==> src/rtl/mips_ctrl_pkg.sv <==
// Shared types and encodings for the multi-cycle MIPS control unit.
package mips_ctrl_pkg;

  typedef enum logic [3:0] {
    FETCH     = 4'd0,
    DECODE    = 4'd1,
    MEM_ADDR  = 4'd2,
    MEM_RD    = 4'd3,
    MEM_WB    = 4'd4,
    MEM_WR    = 4'd5,
    R_EXEC    = 4'd6,
    R_WB      = 4'd7,
    BRANCH    = 4'd8,
    JUMP      = 4'd9,
    ADDI_EXEC = 4'd10,
    ADDI_WB   = 4'd11,
    TRAP      = 4'd12
  } state_e;

  localparam logic [5:0] OP_RTYPE = 6'd0;
  localparam logic [5:0] OP_LW    = 6'd35;
  localparam logic [5:0] OP_SW    = 6'd43;
  localparam logic [5:0] OP_BEQ   = 6'd4;
  localparam logic [5:0] OP_J     = 6'd2;
  localparam logic [5:0] OP_ADDI  = 6'd8;

  localparam logic [2:0] ALUOP_ADD   = 3'b000;
  localparam logic [2:0] ALUOP_SUB   = 3'b001;
  localparam logic [2:0] ALUOP_FUNCT = 3'b010;

  localparam logic [1:0] ALUB_REG     = 2'd0;
  localparam logic [1:0] ALUB_FOUR    = 2'd1;
  localparam logic [1:0] ALUB_IMM     = 2'd2;
  localparam logic [1:0] ALUB_IMM_SH2 = 2'd3;

  localparam logic [1:0] PCSRC_ALU    = 2'd0;
  localparam logic [1:0] PCSRC_ALUOUT = 2'd1;
  localparam logic [1:0] PCSRC_JUMP   = 2'd2;

  typedef struct packed {
    logic       pc_write;
    logic       pc_write_cond;
    logic       iord;
    logic       mem_read;
    logic       mem_write;
    logic       ir_write;
    logic       mem_to_reg;
    logic       reg_dst;
    logic       reg_write;
    logic       alu_src_a;
    logic [1:0] alu_src_b;
    logic [1:0] pc_source;
    logic [2:0] alu_op;
    logic       instr_done;
    logic       trap;
  } ctrl_t;

endpackage

==> src/rtl/ctrl_state_decode.sv <==
// Moore decode from FSM state to the datapath control word.
// With MEM_WAIT_EN defined, mem_ready qualifies the FETCH and MEM_WR side effects.
module ctrl_state_decode
  import mips_ctrl_pkg::*;
(
  input  state_e state_i,
`ifdef MEM_WAIT_EN
  input  logic   mem_ready_i,
`endif
  output ctrl_t  ctrl_o
);

  always_comb begin
    ctrl_o = '0;
    case (state_i)
      FETCH: begin
        ctrl_o.mem_read  = 1'b1;
        ctrl_o.alu_src_b = ALUB_FOUR;
        ctrl_o.alu_op    = ALUOP_ADD;
        ctrl_o.pc_source = PCSRC_ALU;
`ifdef MEM_WAIT_EN
        // PC and IR update only once the instruction word has actually arrived
        ctrl_o.ir_write  = mem_ready_i;
        ctrl_o.pc_write  = mem_ready_i;
`else
        ctrl_o.ir_write  = 1'b1;
        ctrl_o.pc_write  = 1'b1;
`endif
      end
      DECODE: begin
        ctrl_o.alu_src_b = ALUB_IMM_SH2;
        ctrl_o.alu_op    = ALUOP_ADD;
      end
      MEM_ADDR, ADDI_EXEC: begin
        ctrl_o.alu_src_a = 1'b1;
        ctrl_o.alu_src_b = ALUB_IMM;
        ctrl_o.alu_op    = ALUOP_ADD;
      end
      MEM_RD: begin
        ctrl_o.mem_read = 1'b1;
        ctrl_o.iord     = 1'b1;
      end
      MEM_WB: begin
        ctrl_o.reg_write  = 1'b1;
        ctrl_o.mem_to_reg = 1'b1;
        ctrl_o.instr_done = 1'b1;
      end
      MEM_WR: begin
        ctrl_o.mem_write  = 1'b1;
        ctrl_o.iord       = 1'b1;
`ifdef MEM_WAIT_EN
        ctrl_o.instr_done = mem_ready_i;
`else
        ctrl_o.instr_done = 1'b1;
`endif
      end
      R_EXEC: begin
        ctrl_o.alu_src_a = 1'b1;
        ctrl_o.alu_src_b = ALUB_REG;
        ctrl_o.alu_op    = ALUOP_FUNCT;
      end
      R_WB: begin
        ctrl_o.reg_write  = 1'b1;
        ctrl_o.reg_dst    = 1'b1;
        ctrl_o.instr_done = 1'b1;
      end
      BRANCH: begin
        ctrl_o.alu_src_a     = 1'b1;
        ctrl_o.alu_src_b     = ALUB_REG;
        ctrl_o.alu_op        = ALUOP_SUB;
        ctrl_o.pc_write_cond = 1'b1;
        ctrl_o.pc_source     = PCSRC_ALUOUT;
        ctrl_o.instr_done    = 1'b1;
      end
      JUMP: begin
        ctrl_o.pc_write   = 1'b1;
        ctrl_o.pc_source  = PCSRC_JUMP;
        ctrl_o.instr_done = 1'b1;
      end
      ADDI_WB: begin
        ctrl_o.reg_write  = 1'b1;
        ctrl_o.instr_done = 1'b1;
      end
      TRAP: begin
        ctrl_o.trap = 1'b1;
      end
      default: ctrl_o = '0;
    endcase
  end

endmodule

==> src/rtl/multicycle_control.sv <==
// Multi-cycle MIPS sequencer: state register, next-state logic and retire counter.
// Define MEM_WAIT_EN to stall FETCH/MEM_RD/MEM_WR until mem_ready is high.
module multicycle_control
  import mips_ctrl_pkg::*;
#(
  parameter int RETIRE_W = 32
) (
  input  logic                clk,
  input  logic                rst,
  input  logic [5:0]          op,
  input  logic                zero,
  input  logic                mem_ready,
  output logic                pc_write,
  output logic                pc_write_cond,
  output logic                iord,
  output logic                mem_read,
  output logic                mem_write,
  output logic                ir_write,
  output logic                mem_to_reg,
  output logic                reg_dst,
  output logic                reg_write,
  output logic                alu_src_a,
  output logic [1:0]          alu_src_b,
  output logic [1:0]          pc_source,
  output logic [2:0]          alu_op,
  output logic                instr_done,
  output logic                trap,
  output logic [RETIRE_W-1:0] retire_count
);

  state_e                state_q, state_d;
  logic [RETIRE_W-1:0]   retire_q, retire_d;
  ctrl_t                 ctrlRaw;
  ctrl_t                 ctrl;
  logic                  memHold;
  logic                  unusedInputs;

`ifdef MEM_WAIT_EN
  assign memHold      = ~mem_ready;
  assign unusedInputs = zero;
`else
  assign memHold      = 1'b0;
  assign unusedInputs = &{1'b0, zero, mem_ready};
`endif

  ctrl_state_decode u_decode (
    .state_i     (state_q),
`ifdef MEM_WAIT_EN
    .mem_ready_i (mem_ready),
`endif
    .ctrl_o      (ctrlRaw)
  );

  // Reset overrides the decode so nothing leaks out while the state is being reloaded
  assign ctrl = rst ? '0 : ctrlRaw;

  always_comb begin
    state_d = FETCH;
    case (state_q)
      FETCH:     state_d = memHold ? FETCH : DECODE;
      DECODE: begin
        case (op)
          OP_LW, OP_SW: state_d = MEM_ADDR;
          OP_RTYPE:     state_d = R_EXEC;
          OP_BEQ:       state_d = BRANCH;
          OP_J:         state_d = JUMP;
          OP_ADDI:      state_d = ADDI_EXEC;
          default:      state_d = TRAP;
        endcase
      end
      MEM_ADDR:  state_d = (op == OP_SW) ? MEM_WR : MEM_RD;
      MEM_RD:    state_d = memHold ? MEM_RD : MEM_WB;
      MEM_WR:    state_d = memHold ? MEM_WR : FETCH;
      R_EXEC:    state_d = R_WB;
      ADDI_EXEC: state_d = ADDI_WB;
      MEM_WB, R_WB, BRANCH, JUMP, ADDI_WB: state_d = FETCH;
      TRAP:      state_d = TRAP;
      default:   state_d = FETCH;
    endcase
  end

  always_comb begin
    retire_d = retire_q;
    if (ctrlRaw.instr_done) retire_d = retire_q + RETIRE_W'(1);
  end

  always_ff @(posedge clk) begin
    if (rst) begin
      state_q  <= FETCH;
      retire_q <= '0;
    end else begin
      state_q  <= state_d;
      retire_q <= retire_d;
    end
  end

  assign pc_write      = ctrl.pc_write;
  assign pc_write_cond = ctrl.pc_write_cond;
  assign iord          = ctrl.iord;
  assign mem_read      = ctrl.mem_read;
  assign mem_write     = ctrl.mem_write;
  assign ir_write      = ctrl.ir_write;
  assign mem_to_reg    = ctrl.mem_to_reg;
  assign reg_dst       = ctrl.reg_dst;
  assign reg_write     = ctrl.reg_write;
  assign alu_src_a     = ctrl.alu_src_a;
  assign alu_src_b     = ctrl.alu_src_b;
  assign pc_source     = ctrl.pc_source;
  assign alu_op        = ctrl.alu_op;
  assign instr_done    = ctrl.instr_done;
  assign trap          = ctrl.trap;
  assign retire_count  = rst ? '0 : retire_q;

endmodule

==> config.mk <==
export PLATFORM = sky130hd
export DESIGN_NAME = multicycle_control
export DESIGN_NICKNAME = d
export VERILOG_FILES = /design/src/rtl/mips_ctrl_pkg.sv /design/src/rtl/ctrl_state_decode.sv /design/src/rtl/multicycle_control.sv
export SDC_FILE = /design/constraint.sdc
export NUM_CORES = 1
export LEC_CHECK = 0
export ABC_AREA = 1
export BUFFER_PORTS_ARGS = -buffer_cell sky130_fd_sc_hd__buf_2
export CORE_MARGIN = 4
export CORE_UTILIZATION = 35
export DETAILED_ROUTE_END_ITERATION = 7
export HOLD_SLACK_MARGIN = 0.08
export PLACE_DENSITY = 0.64
export SYNTH_ARGS = -nofsm -noshare
export SYNTH_HDL_FRONTEND = slang
export SYNTH_SLANG_ARGS = --single-unit
==> constraint.sdc <==
create_clock -name clk -period 4 [get_ports clk]
set_clock_uncertainty 0.1 [all_clocks]
set_input_delay 1 -clock clk [delete_from_list [all_inputs] [get_ports clk]]
set_output_delay 1 -clock clk [all_outputs]
set_load 0.02 [all_outputs]
## Yosys cells after proc, flatten, opt, wreduce, memory -nomap -nowiden

Cells that the tools add are included.
Widths: inputs -> output; s select.

| word-level totals | value |
|---|---|
| flip-flop bits (word level) | 36 |
| output and inout bits | 51 |
| input bits | 10 |

| operators by class | value |
|---|---|
| eq/ne operators | 17 |
| add/sub/neg operators | 1 |
| muxes and demuxes | 20 |
| reductions and logical operators | 10 |

Operator list:

| cell | number |
|---|---|
| $add 32x1->32 const B | 1 |
| $mux 32 | 1 |
| $pmux 4 s7 | 1 |
| $eq 4x4->1 const B | 5 |
| $pmux 4 s5 | 1 |
| $mux 19 | 1 |
| $eq 4x3->1 const B | 4 |
| $eq 6x6->1 const B | 2 |
| $mux 1 | 12 |
| $reduce_or 2->1 | 5 |
| $eq 4x2->1 const B | 2 |
| $pmux 2 s2 | 2 |
| $eq 6x2->1 const B | 1 |
| $eq 6x3->1 const B | 1 |
| $eq 6x4->1 const B | 1 |
| $logic_not 6->1 | 1 |
| $pmux 2 s3 | 1 |
| $reduce_or 6->1 | 1 |
| $eq 4x1->1 const B | 1 |
| $logic_not 4->1 | 1 |
| $reduce_or 4->1 | 1 |
| $mux 3 | 1 |
| $reduce_or 3->1 | 1 |

## Logic depth before layout (Yosys ltp)

Gate-level depths: netlist of run 1.

| depth | value |
|---|---|
| depth after elaboration | 4 |
| gate-level depth with buffers | 10 |
| depth with buffers taken out | 10 |

## Hierarchy

A second synthesis of run 1 with hierarchy kept.

| unflattened totals | value |
|---|---|
| cell total of the unflattened synthesis | 447 |
| area, all modules | 2,560.0 µm² |

By module, submodules not included:

| module | times used | area an instance (µm²) | sequential area each (µm²) | cells an instance |
|---|---|---|---|---|
| multicycle_control | 1 | 2,377.3 | 720.7 | 406 |
| ctrl_state_decode | 1 | 182.7 | 0.0 | 41 |

## Worst setup path before layout of run 1

Ideal clock, no wire load.

| path | value |
|---|---|
| path kind | input to output |
| from | in rst |
| to | out alu_src_a |
| path buffers | 2 |
| data required time | 2.900 ns |
| stages on the path | 3 |
| slack | 0.450 ns |
| arrival time | 2.450 ns |
| cells stage by stage | buf_2 > clkbuf_1 > a2111oi_0 |

| on the way | value |
|---|---|
| longest elaborated chain between the ends | 1 |

RTL lines:

| what | RTL line | source |
|---|---|---|
| start: declaration | multicycle_control.sv:9 | `input logic rst,` |
| $mux 19 | multicycle_control.sv:55 | `assign ctrl = rst ? '0 : ctrlRaw;` |
| end: declaration | multicycle_control.sv:22 | `output logic alu_src_a,` |

Every way passes these cells.

## Worst setup path in the final report of run 1

| path | value |
|---|---|
| from | in rst |
| to | out instr_done |

| on the way | value |
|---|---|
| longest elaborated chain between the ends | 1 |

RTL lines:

| what | RTL line | source |
|---|---|---|
| $mux 19 | multicycle_control.sv:55 |  |
| end: declaration | multicycle_control.sv:26 | `output logic instr_done,` |

Every way passes these cells.

==> results.ini, run 1 <==
[power_and_ir_drop]
power_density_nw_per_um2 = 291
ir_worst_vdd_uv = 126
power_leakage_nw = 1.41

[setup_path]
crit_path_max_fanout = 33
cp-startpoint = rst
crit_type = input port to output port
crit_end = instr_done
critPathCaptureType = output port
start_kind = input port
r2r_cells = 10
required_ns = 2.90
reg2reg_to = retire_q[17]$_SDFFE_PP0N_
r2r-start = state_q[2]$_SDFF_PP0_
cp.arrival_ns = 2.03
r2r_slack_ns = 2.23

[floorplanning]
coreArea_um2 = 6830
pin_count = 61
die_area_um2 = 8450
die_w_um = 91.9
start_util_pct = 36.1
row_count = 30
die_h_um = 91.9

[global_routing]
busiest_layer = met2
grt_pass1_vias = 2457
met3_usage_pct = 2.13
grt_max_degree = 34
grt_usage_pct = 15.3
use_met2_pct = 26.8
grt_pass1_wl_um = 10900
met1_usage_pct = 19.6
grt_overflow = 0
grt_antenna_before_repair = 0

[logic_synthesis]
yosys.area.top_type_share_pct = 29.2
yosys-top-cells-area = dfxtp_1, nor2_1, nand2_1
yosysSeqAreaShare_pct = 29.2
yosysTopAreaCell = dfxtp_1
avgSynthCellArea_um2 = 6.10
syn_area_um2 = 2460
synth_edf_count = 0
synth-seq-cells = 36
synth_cells = 404
async_flop_share_pct = 0
yosys_most_used_dff = dfxtp_1
synth_warnings = 0
syn-num-nets = 415
ys_types = 31

[timing]
finalHoldViolCount = 0
rsz0062_at_grt = no
max_freq_mhz = 319
fin_crit_ns = 3.13
finalSetupTns_ns = 0
min_period_over_period_pct = 78.3
timing.hold.ws_ns = 0.371
setup_viol_count_final = 0
slew_viol_final = 0

[clock_tree]
cts_resized = 0
post_cts_buffers = 0
clockRootBuffer = clkbuf_8
cts_tree = yes
cts_sinks = 36
clk_latency_ns = 0.29
cts_buffer_depth = 2
cts_inserted_buffers = 5
clkTransAtPathRegs_ns = 0.08
htreeDepth = 2
ctsHoldBuffers = 0

[layout]
drive_gt1_share_pct = 20.4
syn_to_final_growth_pct = 18.7
nFillCells = 795
diodes = 0
fin_nets = 470

[detailed_routing]
ant_nets = 0
viasPerCell = 4.61
drc_errors = 0
first_pass_iters = 4
initialDrtViolationCount = 102
wirelength_um = 6090
wl_per_cell_um = 10.9
vias = 2561

[status]
status = complete, no violations

[run]
max-cap-violations = 0

[place]
port_buffers = 57
hpwlAfterDp_um = 4780
gp_congestion = 0.874

[worst_hold_path]
hp-class = register to register

==> cells by family after synthesis <==
logic type | synth area share [%]
AOI/OAI and AO/OA | 8.83
DFF | 29.2
and+or+nand+nor | 48.1
other | 0.152
adders and majority gates | 0.508
buffers and inverters | 13.2
==> layer usage <==
metal / vias up / routed length (um)
met2: 42 / 2930
met3: 4 / 219
met4: 0 / 72
met1: 1143 / 2860
met5: - / 0
li1: 1372 / -
==> state kept, by name, indices dropped and copies added, names as in the netlist <==
register  count
retire_q     32
state_q       4
==> layout make-up <==
cell class	instances	area [um^2]	area share, %
clock inverter	2	35.0	1.20
clock buffer	6	72.6	2.48
timing repair buffer	59	300	10.3
sequential	36	721	24.6
inverter	69	259	8.85
multi-input combinational	288	1420	48.5
tap	96	120	4.10
==> report_power, final <==
part | leakage (nW) | switching [mW] | internal, mW | total [mW]
logic | 1.07 | 0.106 | 0.0440 | 0.151
registers | 0.291 | 0.0112 | 0.367 | 0.378
clock network | 0.0552 | 0.137 | 0.185 | 0.323
==> placed cells by master (no fill, tap or decap), types with 3 or more instances in the layout <==
master and n:
buf_2 57, nand2_1 78, clkbuf_8 5, a21oi_1 26, nand4_1 7, dfxtp_1 36, inv_1 67, a31oi_1 4
nor3_1 12, nand3_1 31, nor2_4 6, nor2_1 89, nor2_2 6, nand2_2 3, o21ai_0 7, nor3_4 5
==> synth_stat cells, types with 2 or more instances <==
library cell  count
inv_1            67
a31oi_1           4
buf_4             2
nand3_2           2
nor3_4            5
buf_1             2
nor2_4            6
a21oi_1          26
nor3_1           12
o21ai_1           2
nand3_1          31
o21ai_0           7
inv_2             2
clkbuf_1          5
nand2_2           3
nand2_4           2
nand2_1          78
dfxtp_1          36
nor2_1           89
nand4_1           7
nor2_2            6
==> critical path: stages <==
cell and delay (ns):
buf_2 0.32, buf_4 0.40, nor2_1 0.13, buf_2 0.18
==> per-stage QoR <==
step / instance area, um^2 / setup WS, ns / instances / util, % / total power, mW
floorplan: 2460 / 0.450 / 404 / - / 0.510
global placement: 2820 / 0.848 / 548 / 41.3 / 0.538
detailed placement: 2820 / 0.845 / 548 / 41.3 / 0.539
CTS: 2930 / 0.841 / 556 / 42.8 / 0.862
global route: 2930 / 0.748 / 556 / 42.8 / 0.893
finish: 2930 / 0.866 / 556 / 42.8 / 0.852
==> how the worst min path moves through the flow <==
stage                                         from                       end  slack, ns  cells after the start
after floorplan           retire_q[8]$_SDFFE_PP0N_  retire_q[8]$_SDFFE_PP0N_       0.34                      2
after global placement    retire_q[8]$_SDFFE_PP0N_  retire_q[8]$_SDFFE_PP0N_       0.36                      2
after detailed placement  retire_q[8]$_SDFFE_PP0N_  retire_q[8]$_SDFFE_PP0N_       0.36                      2
after CTS                 retire_q[8]$_SDFFE_PP0N_  retire_q[8]$_SDFFE_PP0N_       0.37                      2
after global routing      retire_q[8]$_SDFFE_PP0N_  retire_q[8]$_SDFFE_PP0N_       0.42                      2
final                     retire_q[8]$_SDFFE_PP0N_  retire_q[8]$_SDFFE_PP0N_       0.37                      2
No activity file was read; power rests on OpenSTA's default activity.
==> inputs of run 2 (changes only) <==
ABC_AREA = 0   (was 1)
PLACE_DENSITY = 0.65   (was 0.64)
clock period = 3.2 ns   (was 4 ns; I/O delays follow)
==> results.ini, run 2 <==
[logic_synthesis]
synth_common_cells = nor2_1, dfxtp_1, nor2b_1
syn-num-nets = 298
synth_warnings = 0
yosys_most_used_dff = dfxtp_1
synth_edf_count = 0
ys_types = 49
synth_cells = 287
yosysSeqAreaShare_pct = 32.2
synth-seq-cells = 36
yosys.area.top_type_share_pct = 32.2
async_flop_share_pct = 0
yosys-top-cells-area = dfxtp_1, nor2b_1, nor2_1
synth_most_common_cell = nor2_1
syn_area_um2 = 2240
yosysTopAreaCell = dfxtp_1
avgSynthCellArea_um2 = 7.80

[place]
gp_congestion = 0.789
place_ws_ns = 0.585
hpwlAfterDp_um = 3840
port_buffers = 57
place_area_um2 = 2570

[floorplanning]
pin_count = 61
start_util_pct = 36.9
die_h_um = 88.0
coreArea_um2 = 6060
die_w_um = 88.0
die_area_um2 = 7740
row_count = 28

[worst_hold_path]
hold_path_depth = 2
hp-class = register to register

[layout]
largest_reg_flops = 32
drive_gt1_share_pct = 23.3
diodes = 0
nFillCells = 636
fin_nets = 349
mostFrequentLayoutCells = buf_2, nor2_1, dfxtp_1
largestRegisters = retire_q x32, state_q x4
top_register = retire_q
syn_to_final_growth_pct = 19.8
stdcell_area_um2 = 2680
mostFrequentLayoutCell = buf_2

[clock_tree]
cts_buffer_depth = 2
ctsHoldBuffers = 0
cts_inserted_buffers = 5
cts_resized = 0
cts_sinks = 36
post_cts_buffers = 0
clkTransAtPathRegs_ns = 0.07
cts_tree = yes
htreeDepth = 2
clk_latency_ns = 0.29
clockRootBuffer = clkbuf_8

[setup_path]
required_ns = 2.30
critical_path.top_delay_family = simple AND/OR/NAND/NOR gates
cp_slowest_cell = dfxtp_1
crit_path_max_fanout = 17
critPathCaptureType = output port
crit_path_max_incr_delay_ns = 0.68
worstPathCellList = nor2b_1, a21oi_1, nor3_1, buf_2
cp.arrival_ns = 1.93
start_kind = register
cp_num_buf_inv = 1
r2r_cells = 5
crit_cells = 4
crit_type = register to output port

[power_and_ir_drop]
total_power_mw = 1.03
power_density_nw_per_um2 = 384
ir_worst_vdd_uv = 197
power_leakage_nw = 1.11

[timing]
finalHoldViolCount = 0
finalSetupTns_ns = 0
timing.hold.ws_ns = 0.417
rsz0062_at_grt = no
min_period_over_period_pct = 88.4
setup_viol_count_final = 0
relSlewSlack_pct = 61.7
fin_ws_ns = 0.372
slew_viol_final = 0
worst_slew_pin_slew_ns = 0.573
fin_crit_ns = 2.83
max_freq_mhz = 354

[detailed_routing]
initialDrtViolationCount = 79
ant_nets = 0
wl_per_cell_um = 12.6
wirelength_um = 5210
drc_errors = 0
viasPerCell = 5.08
vias = 2103
first_pass_iters = 4

[global_routing]
grt_antenna_before_repair = 0
grt_pass1_vias = 1915
grt_pass1_wl_um = 8710
grt_max_degree = 38
grt_usage_pct = 13.9
grt_overflow = 0

[run]
max-cap-violations = 0

[status]
status = complete, no violations

-- run 2: cell types whose count changed in the layout (fill, tap and decap cells not counted), moves of 19 or more --
cell	before	now
a21oi_1	26	3
inv_1	67	4
nand2_1	78	19
nand3_1	31	12
nor2_1	89	48
nor2b_1	0	34
-- run 2: worst paths after layout --
kind,startpoint,to,slack (ns)
setup / recovery,state_q[1]$_SDFF_PP0_,alu_src_b[1],0.37
hold / removal,retire_q[31]$_SDFFE_PP0N_,retire_q[31]$_SDFFE_PP0N_,0.42
setup reg to reg,state_q[0]$_SDFF_PP0_,retire_q[27]$_SDFFE_PP0N_,0.88
hold reg to reg,retire_q[31]$_SDFFE_PP0N_,retire_q[31]$_SDFFE_PP0N_,0.42
-- run 2: routing by layer --
metal	global-route usage (%)	part of all wire [%]	vias to the layer above	wire length, um
li1	-	-	1086	-
met4	3.77	1.0	0	54
met5	0	0	-	0
met2	22.4	46	41	2370
met1	18.8	49	970	2530
met3	3.10	4.8	6	250
-- run 2: power by group --
group | total [mW] | switching, mW | internal, mW
clock network | 0.396 | 0.165 | 0.231
logic | 0.151 | 0.0971 | 0.0536
registers | 0.484 | 0.0262 | 0.457
-- run 2: final cells by class --
type	count	area, um^2	area share, %
clock buffers	6	72.6	2.71
clock inverters	2	35.0	1.31
inverters	4	15.0	0.560
multi-input cells	230	1430	53.3
flip-flops and latches	36	721	26.9
well taps	75	93.8	3.50
repair buffers	61	315	11.8
-- run 2: per-stage QoR --
step | util (%) | cells
detailed placement | 42.5 | 406
floorplan | - | 287
finish | 44.3 | 414
CTS | 44.3 | 414
global route | 44.3 | 414
global placement | 42.5 | 406
-- run 2: cells by family (layout without fill, tap and decap cells) --
| family | count (synthesis) | after routing | synth area share, % |
|---|---|---|---|
| xor+xnor | 32 | 32 | 12.9 |
| fa+ha+maj | 1 | 1 | 0.559 |
| other cells | 1 | 1 | 0.168 |
| mux | 1 | 1 | 0.503 |
| flops | 36 | 36 | 32.2 |
| buf+inv | 21 | 73 | 3.91 |
| simple gates | 176 | 176 | 44.2 |
| compound gates | 19 | 19 | 5.59 |
-- run 2: worst register-to-register path: cells and delay by family (launching register included) --
family,cells,cell delay [ns]
DFF,1,0.65
and+or+nand+nor,4,1.13
muxes,1,0.33
==> inputs of run 3 (changes only) <==
ABC_CLOCK_PERIOD_IN_PS = 3200   (was default)
CORE_UTILIZATION = 52   (was 35)
PLACE_DENSITY = 0.87   (was 0.65)
==> results.ini, run 3 (synthesized netlist as in run 2, its figures left out) <==
[floorplanning]
start_util_pct = 54.8
coreArea_um2 = 4090
pin_count = 61
die_w_um = 73.6
die_h_um = 73.6
die_area_um2 = 5420
row_count = 23

[global_routing]
grt_overflow = 0
grt_usage_pct = 19.8
grt_pass1_wl_um = 8460
grt_max_degree = 43
grt_antenna_before_repair = 0
grt_pass1_vias = 1900

[power_and_ir_drop]
ir_worst_vdd_uv = 314
power_leakage_nw = 1.11
total_power_mw = 1.03
power_density_nw_per_um2 = 389

[detailed_routing]
initialDrtViolationCount = 117
wirelength_um = 5030
first_pass_iters = 4
viasPerCell = 5.46
ant_nets = 0
drc_errors = 0
vias = 2117
wl_per_cell_um = 13.0

[layout]
mostFrequentLayoutCell = buf_2
top_register = retire_q
largestRegisters = retire_q x32, state_q x4
drive_gt1_share_pct = 23.4
mostFrequentLayoutCells = buf_2, nor2_1, dfxtp_1
stdcell_area_um2 = 2650
diodes = 0
syn_to_final_growth_pct = 18.3
fin_nets = 348
largest_reg_flops = 32

[status]
status = complete, no violations

[clock_tree]
clockRootBuffer = clkbuf_8
post_cts_buffers = 0
ctsHoldBuffers = 0
htreeDepth = 2
cts_resized = 0
cts_sinks = 36
cts_tree = yes
clkTransAtPathRegs_ns = 0.07
cts_buffer_depth = 2
clk_latency_ns = 0.29
cts_inserted_buffers = 5

[place]
hpwlAfterDp_um = 3760
port_buffers = 57
gp_congestion = 0.854
place_area_um2 = 2540

[timing]
rsz0062_at_grt = no
relSlewSlack_pct = 64.7
max_freq_mhz = 364
slew_viol_final = 0
finalSetupTns_ns = 0
min_period_over_period_pct = 85.9
setup_viol_count_final = 0
fin_crit_ns = 2.75
finalHoldViolCount = 0
worst_slew_pin_slew_ns = 0.526

[setup_path]
cp.arrival_ns = 1.85
worstPathCellList = nor2b_1, a21oi_1, nor3_1, buf_2
crit_path_max_incr_delay_ns = 0.64
cp_slowest_cell = dfxtp_1
crit_path_max_fanout = 17
required_ns = 2.30
crit_type = register to output port
critPathCaptureType = output port
start_kind = register

[run]
max-cap-violations = 0

[worst_hold_path]
hp-class = register to register

[run 3: metrics by stage]
step	hold WS, ns	util (%)	setup WS [ns]	cells
detailed placement	0.407	62.1	0.597	380
CTS	0.426	64.8	0.451	388
finish	0.420	64.8	0.450	388
global route	0.476	64.8	0.270	388
global placement	0.393	62.1	0.600	380
floorplan	0.374	-	0.333	287
[run 3: path summary, 6_finish.rpt]
path                        startpoint                         to  slack, ns  depth (start not counted)
max              state_q[1]$_SDFF_PP0_               alu_src_b[1]       0.45                          4
max reg2reg      state_q[0]$_SDFF_PP0_  retire_q[27]$_SDFFE_PP0N_       0.95                          5
min reg2reg  retire_q[31]$_SDFFE_PP0N_  retire_q[31]$_SDFFE_PP0N_       0.42                          2
min          retire_q[31]$_SDFFE_PP0N_  retire_q[31]$_SDFFE_PP0N_       0.42                          2
[run 3: power breakdown]
part	internal, mW	switching, mW	total (mW)
sequential	0.457	0.0270	0.484
combinational	0.0526	0.0969	0.149
clock	0.230	0.165	0.396
total	0.740	0.289	1.03
[run 3: worst max-delay path: cells and delay by family (launching register included)]
family	cells	cell delay, ns
AO/OA/AOI/OAI	1	0.08
buffers and inverters	1	0.19
flip-flops	1	0.64
AND/OR/NAND/NOR	2	0.66
[run 3: per-layer routing]
layer / track usage (%) / share of wire [%] / vias to the layer above
met4: 8.85 / 0.91 / 0
li1: - / - / 1084
met5: 0 / 0 / -
met3: 4.10 / 5.5 / 4
met2: 31.5 / 50 / 65
met1: 25.6 / 44 / 964
[run 3: area by class of cell]
class	instances	area (um^2)
well taps	50	62.6
multi-input cells	230	1430
inverters	4	15.0
fillers	369	1440
flip-flops and latches	36	721
repair buffers	60	308
clock inverters	3	42.5
clock buffers	5	68.8
